File: config.mk
export PLATFORM = sky130hd
export DESIGN_NAME = fila_parametrizada
export DESIGN_NICKNAME = d
export VERILOG_FILES = /design/src/rtl/fila_pkg.sv /design/src/rtl/fila_mem.sv /design/src/rtl/fila_parametrizada.sv
export SDC_FILE = /design/constraint.sdc
export NUM_CORES = 1
export LEC_CHECK = 0
export ABC_AREA = 0
export BUFFER_PORTS_ARGS = -buffer_cell sky130_fd_sc_hd__buf_2
export CAP_MARGIN = 15
export CORE_AREA = 3 3 111 113
export DETAILED_ROUTE_END_ITERATION = 16
export DIE_AREA = 0 0 114 116
export PLACE_DENSITY = 0.55
export SYNTH_ARGS = -nofsm -noshare
export SYNTH_HDL_FRONTEND = slang
export SYNTH_SLANG_ARGS = --single-unit
File: constraint.sdc
create_clock -name clk_10KHz -period 4.4 [get_ports clk_10KHz]
set_clock_uncertainty 0.2 [all_clocks]
set_input_delay 0.44 -clock clk_10KHz [delete_from_list [all_inputs] [get_ports clk_10KHz]]
set_output_delay 0.44 -clock clk_10KHz [all_outputs]
set_load 0.01 [all_outputs]
File: src/rtl/fila_pkg.sv
// Shared defaults, pointer wrap helper and operation decode type for the fila FIFO.
package fila_pkg;

  localparam int unsigned FILA_DATA_W_DEF = 8;
  localparam int unsigned FILA_DEPTH_DEF  = 8;

  // Accepted-operation case for one clock edge.
  typedef enum logic [1:0] {
    OP_NONE = 2'b00,
    OP_ENQ  = 2'b01,
    OP_DEQ  = 2'b10,
    OP_BOTH = 2'b11
  } fila_op_e;

  // Circular increment; depth need not be a power of two.
  function automatic logic [31:0] ptr_next(input logic [31:0] ptr, input logic [31:0] depth);
    if (ptr == depth - 32'd1) begin
      return 32'd0;
    end
    return ptr + 32'd1;
  endfunction

endpackage

File: src/rtl/fila_mem.sv
// DEPTH x DATA_W register array: synchronous write port, registered read port.
// The read register is the FIFO's data_out, so it alone is cleared by reset.
module fila_mem #(
  parameter int unsigned DATA_W = 8,
  parameter int unsigned DEPTH  = 8,
  parameter int unsigned AW     = $clog2(DEPTH)
) (
  input  logic              clk,
  input  logic              reset,
  input  logic              wr_en,
  input  logic [AW-1:0]     wr_addr,
  input  logic [DATA_W-1:0] wr_data,
  input  logic              rd_en,
  input  logic [AW-1:0]     rd_addr,
  output logic [DATA_W-1:0] rd_data
);

  logic [DATA_W-1:0] mem [DEPTH];

  // Storage write; contents are don't-care after reset.
  always_ff @(posedge clk) begin
    if (wr_en) begin
      mem[wr_addr] <= wr_data;
    end
  end

  // Registered read; reads the pre-write value when addresses coincide.
  always_ff @(posedge clk) begin
    if (reset) begin
      rd_data <= '0;
    end else if (rd_en) begin
      rd_data <= mem[rd_addr];
    end
  end

endmodule

File: src/rtl/fila_parametrizada.sv
// Parametrised circular-buffer FIFO with full/empty flags and overflow/underflow pulses.
// Optional almost-full/almost-empty outputs are enabled by defining FILA_ALMOST_FLAGS_EN.
module fila_parametrizada
  import fila_pkg::*;
#(
  parameter int unsigned DATA_W = FILA_DATA_W_DEF,
  parameter int unsigned DEPTH  = FILA_DEPTH_DEF,
`ifdef FILA_ALMOST_FLAGS_EN
  parameter int unsigned AF_LEVEL = DEPTH - 1,
  parameter int unsigned AE_LEVEL = 1,
`endif
  localparam int unsigned LEN_W = $clog2(DEPTH + 1)
) (
  input  logic              clk_10KHz,
  input  logic              reset,
  input  logic [DATA_W-1:0] data_in,
  input  logic              enqueue_in,
  input  logic              dequeue_in,
`ifdef FILA_ALMOST_FLAGS_EN
  output logic              almost_full_out,
  output logic              almost_empty_out,
`endif
  output logic [DATA_W-1:0] data_out,
  output logic [LEN_W-1:0]  len_out,
  output logic              full_out,
  output logic              empty_out,
  output logic              overflow_out,
  output logic              underflow_out
);

  localparam int unsigned AW = $clog2(DEPTH);

  logic [AW-1:0]    head_q, head_d;
  logic [AW-1:0]    tail_q, tail_d;
  logic [LEN_W-1:0] len_q, len_d;
  logic             ovf_q, ovf_d;
  logic             unf_q, unf_d;
  logic             full, empty;
  logic             enq_acc, deq_acc;
  fila_op_e         op;

  assign full  = (len_q == LEN_W'(DEPTH));
  assign empty = (len_q == '0);

  // Dequeue frees a slot in the same edge, so a full queue still accepts a paired enqueue.
  assign deq_acc = dequeue_in & ~empty;
  assign enq_acc = enqueue_in & (~full | deq_acc);
  assign op      = fila_op_e'({deq_acc, enq_acc});

  // Pointer, count and pulse state.
  always_ff @(posedge clk_10KHz) begin
    if (reset) begin
      head_q <= '0;
      tail_q <= '0;
      len_q  <= '0;
      ovf_q  <= 1'b0;
      unf_q  <= 1'b0;
    end else begin
      head_q <= head_d;
      tail_q <= tail_d;
      len_q  <= len_d;
      ovf_q  <= ovf_d;
      unf_q  <= unf_d;
    end
  end

  // Next-state from the decoded accepted operation.
  always_comb begin
    head_d = head_q;
    tail_d = tail_q;
    len_d  = len_q;
    ovf_d  = enqueue_in & ~enq_acc;
    unf_d  = dequeue_in & ~deq_acc;
    if (enq_acc) begin
      tail_d = AW'(ptr_next(32'(tail_q), DEPTH));
    end
    if (deq_acc) begin
      head_d = AW'(ptr_next(32'(head_q), DEPTH));
    end
    unique case (op)
      OP_ENQ:  len_d = len_q + LEN_W'(1);
      OP_DEQ:  len_d = len_q - LEN_W'(1);
      OP_BOTH: len_d = len_q;
      default: len_d = len_q;
    endcase
  end

  fila_mem #(
    .DATA_W (DATA_W),
    .DEPTH  (DEPTH),
    .AW     (AW)
  ) u_mem (
    .clk     (clk_10KHz),
    .reset   (reset),
    .wr_en   (enq_acc),
    .wr_addr (tail_q),
    .wr_data (data_in),
    .rd_en   (deq_acc),
    .rd_addr (head_q),
    .rd_data (data_out)
  );

  assign len_out       = len_q;
  assign full_out      = full;
  assign empty_out     = empty;
  assign overflow_out  = ovf_q;
  assign underflow_out = unf_q;

`ifdef FILA_ALMOST_FLAGS_EN
  assign almost_full_out  = (32'(len_q) >= AF_LEVEL);
  assign almost_empty_out = (32'(len_q) <= AE_LEVEL);
`endif

endmodule

==> flow_summary_export.csv <==
group,metric,value,unit
placed_design,place_congestion,0.697,
pwr,ir_worst_vdd,339,µV
floorplan,die_x,114,µm
final_layout,area_growth,17.5,%
yosys,synth.cell_area,3420,µm²
grt,antenna_found_initial,0,
pwr,swShare,28.1,%
hold_path,worstHoldPathType,"in2reg",
pwr,powerDensity,585,nW/µm²
detailed_routing,via_count,1806,
yosys,synth-seq-cells,84,
sta,setup_slack,1.55,ns
setup_path,slowest_delay,0.45,ns
setup_path,path_cells,"or3_4 -> o21a_1 -> nand2b_1 -> inv_1 -> ha_1 -> a21oi_1 -> and2_1 -> o221ai_1 -> a31oi_1",
sta,clock.fmax,351,MHz
sta,fin_crit_sh,64.8,%
final_layout,final_util,35.2,%
setup_path,crit_buf_inv,1,
setup_path,worst_ep_required_time,4.46,ns
grt,grt_util_all_layers,10.7,%
run,cap_violations,0,
sta,finalHoldViolCount,0,
sta,tns,0,ns
sta,rsz0062_at_grt,"no",
floorplan,num_rows,39,
setup_path,crit_path_max_fanout,19,
setup_path,critPathCaptureType,"flip-flop",
final_layout,drive_gt1_share,29.9,%
cts,ctsResizeCount,0,
yosys,yosysUniqueCellTypes,39,
detailed_routing,ant_nets,0,
floorplan,fp.dieH,116,µm
cts,cts_tree,"done",
detailed_routing,drc,0,
yosys,ys_seq_area_share,67.8,%
yosys,synth_largest_area_cell,"edfxtp_1",
setup_path,crit_family,"compound AO/OA/AOI/OAI gates",
setup_path,crit_slowest_cell,"or3_4",
cts,clk_latency,0.33,ns
pwr,p_leak,1.37,nW
setup_path,startpoint_type,"flip-flop",
placed_design,pre_cts_ws,1.56,ns
cts,clkSlewWorstSetupHoldPaths,0.06,ns
detailed_routing,viasPerCell,4.70,
setup_path,critical_path_arrival,2.91,ns
sta,worstMarginPinSlew,0.951,ns
grt,grt_max_degree,21,
pwr,clkPwrFrac,34.2,%
yosys,synth_cells,208,
sta,slew_headroom,36.4,%
floorplan,fp.dieArea,13200,µm²
yosys,async_flop_share,0,%
yosys,synth_most_common_cell,"edfxtp_1",
final_layout,n_fill_cell,1102,
grt,grt_pass1_wl,10300,µm
cts,cts-hold-fix-buffers,0,
grt,grt-ovfl-total,0,
detailed_routing,drt-wirelength-per-cell,16.7,µm
placed_design,dp_hpwl,4040,µm
detailed_routing,wirelength,6420,µm
cts,clk_path_buf_depth,2,
cts,root_buffer,"clkbuf_16",
grt,grt_pass1_vias,1845,
yosys,synth_nets,227,
yosys,synthFlopType,"edfxtp_1",
pwr,combPwrFrac,23.3,%
sta,min_period,2.85,ns
outcome,status,"finished clean",
yosys,yosysTopAreaCellShare,56.1,%
final_layout,nets,255,
setup_path,crit_type,"reg2reg",
pwr,p_int,1.69,mW
yosys,yosysWarnings,0,
sta,slew_viol_final,0,
placed_design,portBuffers,27,
detailed_routing,first_pass_iters,4,
sta,setup_viol,0,
cts,cts_buffers,9,
yosys,synthTopCellsByArea,"edfxtp_1, dfxtp_1, mux4_2",
pwr,power_frac_seq,42.5,%
floorplan,initial_core_util,30.0,%
yosys,synth_edf_count,64,
yosys,synth_common_cells,"edfxtp_1, dfxtp_1, nor2_1",
yosys,syn_area_per_cell,16.5,µm²
cts,cts_sinks,84,
floorplan,io_pins,28,
pwr,power,2.35,mW
final_layout,antenna_cells,0,
detailed_routing,drtIter0Drc,165,
cts,post_cts_buffers,0,
cts,htreeDepth,3,
floorplan,core,11400,µm²
pwr,switching_power,0.662,mW
==> power by group through the flow <==
stage,Sequential (mW),Clock [mW],Combinational [mW]
after floorplan,1.02,0,0.425
after global placement,1.02,0,0.557
after detailed placement,1.02,0,0.558
after CTS,1.00,0.823,0.560
after global routing,1.01,0.861,0.619
final,1.00,0.804,0.548
==> layer usage <==
metal | track usage [%] | routed length (µm)
met5 | 0 | 0
met4 | 4.20 | 102
met3 | 3.66 | 239
met2 | 16.7 | 3040
met1 | 13.7 | 3040
==> logic make-up after synthesis <==
family,share of synthesized area [%]
AND/OR/NAND/NOR,6.98
XOR/XNOR,0.767
flip-flops,67.8
multiplexers,13.4
AO/OA/AOI/OAI,5.48
adder cells (fa/ha/maj),2.78
buffers and inverters,2.74
==> path summary, 6_finish.rpt <==
path / startpoint / endpoint / slack, ns / depth (start not counted)
max reg2reg: len_out[0] / len_out[3] / 1.55 / 9
max: len_out[0] / len_out[3] / 1.55 / 9
min: data_in[1] / u_mem.mem[6][1] / 0.17 / 1
min reg2reg: u_mem.rd_data[3] / u_mem.rd_data[3] / 0.29 / 2
==> registers in the layout (all words and copies together), names as in the netlist <==
register	cells
len_out	4
overflow_out	1
u_mem.mem	64
u_mem.rd_data	8
head_q	3
tail_q	3
underflow_out	1
==> layout by cell type, fill, tap and decap left out, types with 2 or more instances in the layout <==
cell type   n
edfxtp_1   64
buf_2      27
dfxtp_1    20
nor2_1     18
mux4_2     16
mux2i_1    10
a211oi_1   10
clkbuf_16   9
nand2_1     8
a21oi_1     6
ha_1        6
inv_1       4
nand2b_1    4
nor3_2      4
xnor2_1     3
nor3_1      2
nand3_1     2
clkinv_2    2
bufinv_16   2
inv_6       2
buf_4       2
==> through the flow <==
step | cell area (µm²) | cells | hold slack (ns)
final | 4020 | 384 | 0.172
after global routing | 4020 | 384 | 0.174
after CTS | 4020 | 384 | 0.162
after detailed placement | 3700 | 368 | 0.289
after global placement | 3700 | 368 | 0.293
after floorplan | 3420 | 208 | 0.293
==> area by class of cell <==
type / instances / area [µm²] / area share [%]
flip-flops and latches: 84 / 2320 / 57.7
multi-input cells: 108 / 1030 / 25.7
clock buffers: 9 / 225 / 5.60
well taps: 143 / 179 / 4.45
repair buffers: 29 / 150 / 3.73
clock inverters: 7 / 96.3 / 2.40
inverters: 4 / 15.0 / 0.373
(Power assumes the default switching activity.)
